--- config.mk ---
export PLATFORM = sky130hd
export DESIGN_NAME = muldiv_sequencer
export DESIGN_NICKNAME = d
export VERILOG_FILES = /design/src/rtl/muldiv_sequencer.sv
export SDC_FILE = /design/constraint.sdc
export NUM_CORES = 1
export LEC_CHECK = 0
export CAP_MARGIN = 10
export CORE_ASPECT_RATIO = 1.4
export CORE_MARGIN = 10
export CORE_UTILIZATION = 40
export DETAILED_ROUTE_END_ITERATION = 8
export PLACE_DENSITY = 0.82
export RECOVER_POWER = 100
export SLEW_MARGIN = 20
export SYNTH_ARGS = -nofsm -noshare
export SYNTH_HDL_FRONTEND = slang
export SYNTH_SLANG_ARGS = --single-unit
--- constraint.sdc ---
create_clock -name clk -period 2.7 [get_ports clk]
set_input_delay 0.675 -clock clk [delete_from_list [all_inputs] [get_ports clk]]
set_output_delay 0.675 -clock clk [all_outputs]
set_load 0.02 [all_outputs]
--- src/rtl/muldiv_sequencer.sv ---
// Issue controller sequencing M-extension ops onto the iterative multiplier and divider.
// Optional MULDIV_DIVREM_FUSE_EN reuses the last division's quotient/remainder pair.

module muldiv_sequencer #(
  parameter int unsigned WIDTH          = 32,
  parameter int unsigned TIMEOUT_CYCLES = 64
) (
  input  logic               clk,
  input  logic               rst,
  input  logic               req_valid,
  input  logic [2:0]         req_funct3,
  input  logic [WIDTH-1:0]   req_a,
  input  logic [WIDTH-1:0]   req_b,
  input  logic [4:0]         req_rd,
  input  logic               flush,
  output logic               req_ready,
  output logic               stall,
  output logic               resp_valid,
  output logic [WIDTH-1:0]   resp_data,
  output logic [4:0]         resp_rd,
  output logic               mul_start,
  output logic [WIDTH-1:0]   mul_a,
  output logic [WIDTH-1:0]   mul_b,
  output logic [1:0]         mul_op,
  input  logic [2*WIDTH-1:0] mul_result,
  input  logic               mul_done,
  output logic               div_start,
  output logic [WIDTH-1:0]   div_a,
  output logic [WIDTH-1:0]   div_b,
  output logic [1:0]         div_op,
  input  logic [WIDTH-1:0]   div_quotient,
  input  logic [WIDTH-1:0]   div_remainder,
  input  logic               div_done,
  output logic               timeout_err
);

  localparam int unsigned CntW = $clog2(TIMEOUT_CYCLES + 1);
  localparam logic [WIDTH-1:0] MinNeg = {1'b1, {(WIDTH-1){1'b0}}};

  typedef enum logic [2:0] {StIdle, StMulBusy, StDivBusy, StDone, StDrain} state_e;

  state_e           state_q;
  logic [2:0]       funct3_q;
  logic [WIDTH-1:0] a_q, b_q, result_q;
  logic [4:0]       rd_q;
  logic [CntW-1:0]  cnt_q;
  logic             mul_start_q, div_start_q, timeout_q, timed_out_q;

  logic             accept, overflow, unit_done, cnt_max, fuse_hit;
  logic [WIDTH-1:0] unit_result, fuse_data;

  assign accept    = (state_q == StIdle) & req_valid & ~flush;
  assign overflow  = ~req_funct3[0] & (req_a == MinNeg) & (req_b == '1);
  assign unit_done = funct3_q[2] ? div_done : mul_done;
  assign cnt_max   = (cnt_q == CntW'(TIMEOUT_CYCLES - 1));

  always_comb begin
    unit_result = '0;
    if (funct3_q[2]) begin
      unit_result = funct3_q[1] ? div_remainder : div_quotient;
    end else if (funct3_q[1:0] == 2'b00) begin
      unit_result = mul_result[WIDTH-1:0];
    end else begin
      unit_result = mul_result[2*WIDTH-1:WIDTH];
    end
  end

`ifdef MULDIV_DIVREM_FUSE_EN
  logic [WIDTH-1:0] tag_a_q, tag_b_q, tag_quo_q, tag_rem_q;
  logic             tag_signed_q, tag_valid_q;
  logic             div_complete, timeout_hit;

  assign div_complete = (state_q == StDivBusy) & div_done & ~flush;
  assign timeout_hit  = ((state_q == StMulBusy) | (state_q == StDivBusy)) & ~flush &
                        ~unit_done & cnt_max;
  assign fuse_hit     = tag_valid_q & (req_a == tag_a_q) & (req_b == tag_b_q) &
                        (tag_signed_q == ~req_funct3[0]);
  assign fuse_data    = req_funct3[1] ? tag_rem_q : tag_quo_q;

  always_ff @(posedge clk or negedge rst) begin
    if (!rst) begin
      tag_a_q      <= '0;
      tag_b_q      <= '0;
      tag_quo_q    <= '0;
      tag_rem_q    <= '0;
      tag_signed_q <= 1'b0;
      tag_valid_q  <= 1'b0;
    end else if (timeout_hit) begin
      tag_valid_q <= 1'b0;
    end else if (div_complete) begin
      tag_a_q      <= a_q;
      tag_b_q      <= b_q;
      tag_quo_q    <= div_quotient;
      tag_rem_q    <= div_remainder;
      tag_signed_q <= ~funct3_q[0];
      tag_valid_q  <= 1'b1;
    end
  end
`else
  assign fuse_hit  = 1'b0;
  assign fuse_data = '0;
`endif

  always_ff @(posedge clk or negedge rst) begin
    if (!rst) begin
      state_q     <= StIdle;
      funct3_q    <= '0;
      a_q         <= '0;
      b_q         <= '0;
      rd_q        <= '0;
      result_q    <= '0;
      cnt_q       <= '0;
      mul_start_q <= 1'b0;
      div_start_q <= 1'b0;
      timeout_q   <= 1'b0;
      timed_out_q <= 1'b0;
    end else begin
      unique case (state_q)
        StIdle: begin
          if (accept) begin
            funct3_q <= req_funct3;
            a_q      <= req_a;
            b_q      <= req_b;
            rd_q     <= req_rd;
            cnt_q    <= '0;
            if (!req_funct3[2]) begin
              mul_start_q <= 1'b1;
              state_q     <= StMulBusy;
            end else if (req_b == '0) begin
              result_q <= req_funct3[1] ? req_a : '1;
              state_q  <= StDone;
            end else if (overflow) begin
              result_q <= req_funct3[1] ? '0 : MinNeg;
              state_q  <= StDone;
            end else if (fuse_hit) begin
              result_q <= fuse_data;
              state_q  <= StDone;
            end else begin
              div_start_q <= 1'b1;
              state_q     <= StDivBusy;
            end
          end
        end
        StMulBusy, StDivBusy: begin
          if (flush || unit_done || cnt_max) begin
            mul_start_q <= 1'b0;
            div_start_q <= 1'b0;
            cnt_q       <= '0;
          end else begin
            cnt_q <= cnt_q + 1'b1;
          end
          // A unit finishing on the flush edge has nothing left to drain.
          if (flush) begin
            state_q <= unit_done ? StIdle : StDrain;
          end else if (unit_done) begin
            result_q <= unit_result;
            state_q  <= StDone;
          end else if (cnt_max) begin
            timeout_q   <= 1'b1;
            timed_out_q <= 1'b1;
            result_q    <= '0;
            state_q     <= StDrain;
          end
        end
        StDrain: begin
          if (unit_done || cnt_max) begin
            cnt_q       <= '0;
            timed_out_q <= 1'b0;
            state_q     <= timed_out_q ? StDone : StIdle;
          end else begin
            cnt_q <= cnt_q + 1'b1;
          end
        end
        StDone:  state_q <= StIdle;
        default: state_q <= StIdle;
      endcase
    end
  end

  assign req_ready   = (state_q == StIdle);
  assign stall       = (state_q == StMulBusy) | (state_q == StDivBusy) |
                       (state_q == StDrain) | accept;
  assign resp_valid  = (state_q == StDone) & ~flush;
  assign resp_data   = result_q;
  assign resp_rd     = rd_q;
  assign mul_start   = mul_start_q;
  assign mul_a       = a_q;
  assign mul_b       = b_q;
  assign mul_op      = funct3_q[1:0];
  assign div_start   = div_start_q;
  assign div_a       = a_q;
  assign div_b       = b_q;
  assign div_op      = funct3_q[1:0];
  assign timeout_err = timeout_q;

endmodule

==> impl_metrics.py, run 1 <==
metrics = {
    "outcome": {
        "outcome": "completed",
    },
    "yosys": {
        "yosys_most_used_dff": "dfrtp_1",
        "avgSynthCellArea_um2": 9.06,
        "synth-seq-cells": 118,
        "netlist_area_um2": 7140,
        "synth_warnings": 0,
        "syn_inst": 788,
        "async_reset_ff_share_pct": 100,
        "synth-edff-count": 0,
        "syn-num-nets": 995,
        "ys_seq_area_share_pct": 41.4,
        "synth.distinct_cells": 48,
    },
    "detailed_routing": {
        "drt_iter0_drc": 564,
        "wl_per_cell_um": 22.1,
        "drc": 0,
        "vias_per_cell": 5.06,
        "drt_pass1_iterations": 6,
        "drt_wl_total_um": 31100,
        "dr_total_vias": 7142,
        "antenna_left": 0,
    },
    "clocking": {
        "clkSinkCount": 118,
        "cts_setup_buffers": 0,
        "path_clk_slew_ns": 0.05,
        "clock_path_buffers": 2,
        "root_buffer": "clkbuf_16",
        "clk_latency_ns": 0.42,
        "cts_made_buffers": 17,
        "htreeDepth": 4,
        "cts_tree": "built",
    },
    "global_routing": {
        "grt_max_degree": 74,
        "grt_pass1_vias": 7692,
        "grt_overflow": 0,
        "grt_pass1_wl_um": 46100,
        "antenna_found_initial": 0,
        "grt_usage_pct": 25.1,
    },
    "timing": {
        "fin_ws_ns": 0.104,
        "whs_ns": 0.424,
        "min_period_ns": 2.60,
        "rsz0062_at_grt": "no",
        "hold_violations": 0,
        "drv_slew": 0,
        "fin_crit_sh_pct": 96.2,
        "maxSlewHeadroom_pct": 10.1,
        "fin_skew_ns": 0.0126,
        "setup_viol": 0,
        "tightest_slew_ns": 1.35,
        "fmax_mhz": 385,
    },
    "floorplan": {
        "pin_count": 381,
        "die_y_um": 178,
        "dieArea_um2": 23700,
        "num_rows": 57,
        "start_util_pct": 40.9,
        "core_area_um2": 17500,
        "die_x_um": 133,
    },
    "setup_path": {
        "path_max_fanout": 3,
        "r2r-start": "cnt_q[0]",
        "worstSetupPathType": "in -> out",
        "worstPathArrival_ns": 1.92,
        "end_kind": "output port",
        "reg2reg_depth": 7,
        "crit_path_start_kind": "input port",
        "cp-startpoint": "flush",
        "required_ns": 2.03,
    },
    "power": {
        "leakagePower_nw": 5.68,
        "power_mw": 12.0,
        "vdd_drop_max_uv": 926,
        "power_density_nw_per_um2": 1020,
    },
    "finish": {
        "fin_cells": 1411,
        "mostFrequentLayoutCell": "nand2_1",
        "area_growth_pct": 65.5,
        "postLayoutCoreUtil_pct": 67.6,
        "drive_gt1_share_pct": 16.4,
        "final_cell_mix": "nand2_1 (266), clkdlybuf4s50_1 (200), dlygate4sd3_1 (170), dfrtp_1 (116), buf_4 (75)",
        "fillers": 1371,
        "antenna_cells": 0,
        "nNetsFinal": 1370,
    },
    "placement": {
        "dp_hpwl_um": 24300,
        "gp_congestion": 0.893,
        "pre_cts_slack_ns": -0.696,
        "io_buffers": 380,
        "post-place-cells": 1377,
    },
    "flow_run": {
        "drv_cap": 0,
    },
    "worst_hold_path": {
        "worstHoldPathType": "in -> async",
    },
}
==> stage by stage <==
stage / area (um^2) / TNS [ns]
6_report: 11800 / 0
5_1_grt: 11800 / 0
4_1_cts: 11900 / 0
3_5_place_dp: 11200 / -22.92
3_3_place_gp: 11200 / -22.33
2_1_floorplan: 7140 / 0
==> cells by family after synthesis <==
logic type	after synthesis	synth area share (%)
buf+inv	115	10.8
compound gates	99	8.50
flops	118	41.4
mux	98	16.4
fa+ha+maj	1	0.175
simple gates	357	22.7
==> critical path, cell delays in order <==
cell,delay [ns]
clkdlybuf4s50_1,0.43
nor2_1,0.13
clkbuf_2,0.18
and3_1,0.17
dlygate4sd2_1,0.34
==> power breakdown <==
group / internal, mW / switching [mW] / leakage [nW] / total (mW)
registers: 2.46 / 0.615 / 1.52 / 3.07
logic: 2.89 / 3.68 / 3.85 / 6.56
clock network: 1.59 / 0.804 / 0.308 / 2.40
total: 6.94 / 5.10 / 5.68 / 12.0
==> metal layers <==
metal | wire length, um | up-vias | track usage, %
met5 | 0 | - | 0
met4 | 677 | 0 | 7.81
met3 | 1760 | 45 | 6.73
met2 | 16800 | 265 | 46.2
met1 | 11900 | 3461 | 27.2
li1 | - | 3371 | -
==> synthesized netlist by cell type, types with 2 or more instances <==
cell type  count  share of area (%)
nand2_1      266                 14
dfrtp_1      118                 41
mux2_4        30                6.3
and3_1         4               0.35
mux2_2        34                5.4
buf_2         11               0.77
clkbuf_1      27                1.4
o22ai_1       32                2.8
a21oi_1        9               0.63
a211oi_1       2               0.21
a31o_2         2               0.25
nor2b_1        3               0.26
o21ai_0       40                2.8
nor2_1        11               0.58
and2b_1       11                1.2
o31ai_1        2               0.21
buf_4         69                7.3
nand2b_1       2               0.18
nor3_1         3               0.21
or3_1          2               0.18
o21a_1         2               0.21
and2b_2       18                2.2
inv_1          3               0.16
buf_12         3               0.84
nand4_1       10               0.88
a41oi_1        2               0.25
a21o_1         2               0.21
mux2i_1       34                4.8
nand3_1        4               0.28
nor4_1        14                1.2
==> repair_timing <==
action / 4_1_cts / 5_1_grt
pin swaps: 2 / 9
hold buffers: 0 / 0
endpoints found under the setup margin: 34 / 33
gates resized for setup: 9 / 14
gates cloned: 1 / 2
endpoints found under the hold margin: 0 / 0
==> worst paths after layout <==
kind,endpoint,slack [ns]
worst max register to register,resp_data[13],0.13
worst min register to register,resp_rd[2],0.47
worst min-delay path,div_b[11],0.42
worst max-delay path,resp_valid,0.10
min in group clk,resp_rd[2],0.47
max in group asynchronous,div_a[11],0.42
==> sequential cells by signal, indices dropped and copies added (netlist names), 3 cells and up <==
name / count
cnt_q: 7
resp_data: 32
funct3_q: 3
state_q: 3
div_b: 32
resp_rd: 5
div_a: 32
==> area by class of cell <==
| class | count | area [um^2] | area share, % |
|---|---|---|---|
| clock buffer | 24 | 512 | 4.33 |
| clock inverter | 7 | 116 | 0.985 |
| multi-input combinational | 558 | 3450 | 29.2 |
| sequential | 118 | 2960 | 25.0 |
| tap | 236 | 295 | 2.50 |
| inverter | 3 | 11.3 | 0.0953 |
| timing repair buffer | 465 | 4480 | 37.9 |
Note: power is estimated with default switching activity, not from simulation.
==> run 2, diff against run 1 <==
CTS_CLUSTER_SIZE = 16   (was default)
==> results of run 2 <==
Same layout as run 1: the final DEF is identical, and so are final timing and power.
==> run 3, diff against run 2 <==
CORE_ASPECT_RATIO = 0.8   (was 1.4)
==> impl_metrics.py, run 3 (synthesized netlist as in run 1, its figures left out) <==
metrics = {
    "outcome": {
        "outcome": "completed",
    },
    "power": {
        "power_mw": 12.1,
        "power_density_nw_per_um2": 1020,
        "leakagePower_nw": 5.71,
        "vdd_drop_max_uv": 741,
    },
    "clocking": {
        "clkSinkCount": 118,
        "root_buffer": "clkbuf_16",
        "cts_made_buffers": 17,
        "cts_tree": "built",
        "clk_latency_ns": 0.41,
        "path_clk_slew_ns": 0.06,
        "holdBufCountCts": 0,
        "clock_path_buffers": 2,
        "htreeDepth": 4,
    },
    "global_routing": {
        "grt_overflow": 0,
        "grt_usage_pct": 24.4,
        "grt_pass1_vias": 7380,
        "grt_max_degree": 74,
        "grt_pass1_wl_um": 45100,
        "antenna_found_initial": 2,
    },
    "timing": {
        "drv_slew": 0,
        "fin_ws_ns": 0.0532,
        "maxSlewHeadroom_pct": 22.4,
        "tightest_slew_ns": 1.16,
        "fmax_mhz": 378,
        "min_period_ns": 2.65,
        "rsz0062_at_grt": "no",
        "setup_viol": 0,
        "fin_crit_sh_pct": 98.0,
        "hold_violations": 0,
        "fin_skew_ns": 0.00764,
    },
    "floorplan": {
        "num_rows": 43,
        "die_y_um": 139,
        "pin_count": 381,
        "start_util_pct": 41.0,
        "core_area_um2": 17400,
        "dieArea_um2": 23600,
        "die_x_um": 169,
    },
    "setup_path": {
        "regToRegSetupSlack_ns": 0.27,
        "worstSetupPathType": "in -> reg",
        "cp-startpoint": "req_a[14]",
        "worstPathArrival_ns": 2.94,
        "crit_path_start_kind": "input port",
        "r2r-start": "cnt_q[0]",
        "cp-endpoint": "resp_data[17]",
        "timing.rr.end": "resp_data[0]",
        "end_kind": "flop",
        "path_max_fanout": 16,
        "required_ns": 2.99,
        "reg2reg_depth": 8,
    },
    "finish": {
        "mostFrequentLayoutCell": "nand2_1",
        "fin_cells": 1404,
        "nNetsFinal": 1371,
        "fillers": 1406,
        "area_growth_pct": 66.0,
        "register_area_um2": 2960,
        "postLayoutCoreUtil_pct": 68.0,
        "drive_gt1_share_pct": 18.8,
        "multiInputGateArea_um2": 3490,
        "final_cell_mix": "nand2_1 (266), clkdlybuf4s50_1 (201), dlygate4sd3_1 (173), dfrtp_1 (116), buf_4 (77)",
        "finalInstanceArea_um2": 11900,
    },
    "detailed_routing": {
        "drc": 0,
        "antenna_left": 0,
        "drt_pass1_iterations": 5,
        "vias_per_cell": 5.10,
        "drt_wl_total_um": 30400,
        "wl_per_cell_um": 21.7,
        "drt_iter0_drc": 439,
        "dr_total_vias": 7158,
    },
    "placement": {
        "post-place-cells": 1370,
        "gp_congestion": 0.949,
        "pre_cts_slack_ns": -0.649,
        "dp_hpwl_um": 24000,
        "dpl_cell_area_um2": 11200,
        "io_buffers": 380,
    },
    "worst_hold_path": {
        "worstHoldPathType": "reg -> reg",
    },
    "flow_run": {
        "drv_cap": 0,
    },
}
run 3: changes by cell type in the layout (fill, tap and decap cells not counted), moves of 2 or more:
cell	previous run	this run
mux2_4	6	30
mux2_1	24	1
dlymetal6s2s_1	8	3
clkbuf_8	6	2
a31o_4	4	1
clkbuf_2	3	6
dlygate4sd3_1	170	173
buf_4	75	77
clkinvlp_4	1	3
diode_2	0	2
nor4_1	11	9
nor4_2	2	4
run 3: area by class of cell:
| class | instances | share of cell area, % |
|---|---|---|
| Antenna cell | 2 | 0.0422 |
| Clock inverter | 11 | 1.26 |
| Tap cell | 225 | 2.38 |
| Multi-Input combinational cell | 555 | 29.4 |
| Sequential cell | 118 | 24.9 |
| Clock buffer | 21 | 3.88 |
| Timing Repair Buffer | 469 | 38.0 |
| Inverter | 3 | 0.0950 |
run 3: routing by layer:
layer | track usage [%] | vias to the layer above | wire, um
met2 | 42.1 | 340 | 15400
met1 | 28.5 | 3407 | 11800
met5 | 0 | - | 0
met3 | 7.35 | 40 | 2390
met4 | 7.21 | 0 | 771
li1 | - | 3371 | -
run 3: timing repair:
action | CTS | global route
pin swaps | 2 | 3
hold endpoints to repair | 0 | 0
buffers inserted | 0 | 0
resized for setup | 6 | 11
setup endpoints to repair | 34 | 34
cloned | 0 | 0
run 3: how the worst min path moves through the flow:
stage                          start    endpoint  cells after the start
after global routing      resp_rd[4]  resp_rd[4]                      2
after CTS                        rst  resp_rd[1]                      1
after detailed placement  resp_rd[3]  resp_rd[3]                      2
final                     resp_rd[3]  resp_rd[3]                      2
after global placement    resp_rd[2]  resp_rd[2]                      2
after floorplan                  rst    cnt_q[0]                      0
run 3: report_power, final:
group          total [mW]  switching (mW)  internal (mW)
logic                6.63            3.66           2.97
clock network        2.35           0.843           1.50
registers            3.09           0.629           2.46
total                12.1            5.13           6.93
run 3: worst max-delay path, cell delays in order:
cell and delay (ns):
clkdlybuf4s50_1 0.48, nor4_2 0.33, buf_4 0.16, nand4_1 0.16, nor4_4 0.21, nand3_2 0.12
a31o_4 0.28, buf_8 0.17, mux2_4 0.32
run 3: per-stage QoR:
step | TNS, ns | hold slack, ns
2_1_floorplan | 0 | 0.379
3_3_place_gp | -18.00 | 0.458
3_5_place_dp | -21.23 | 0.462
4_1_cts | 0 | 0.310
5_1_grt | 0 | 0.491
6_report | 0 | 0.464
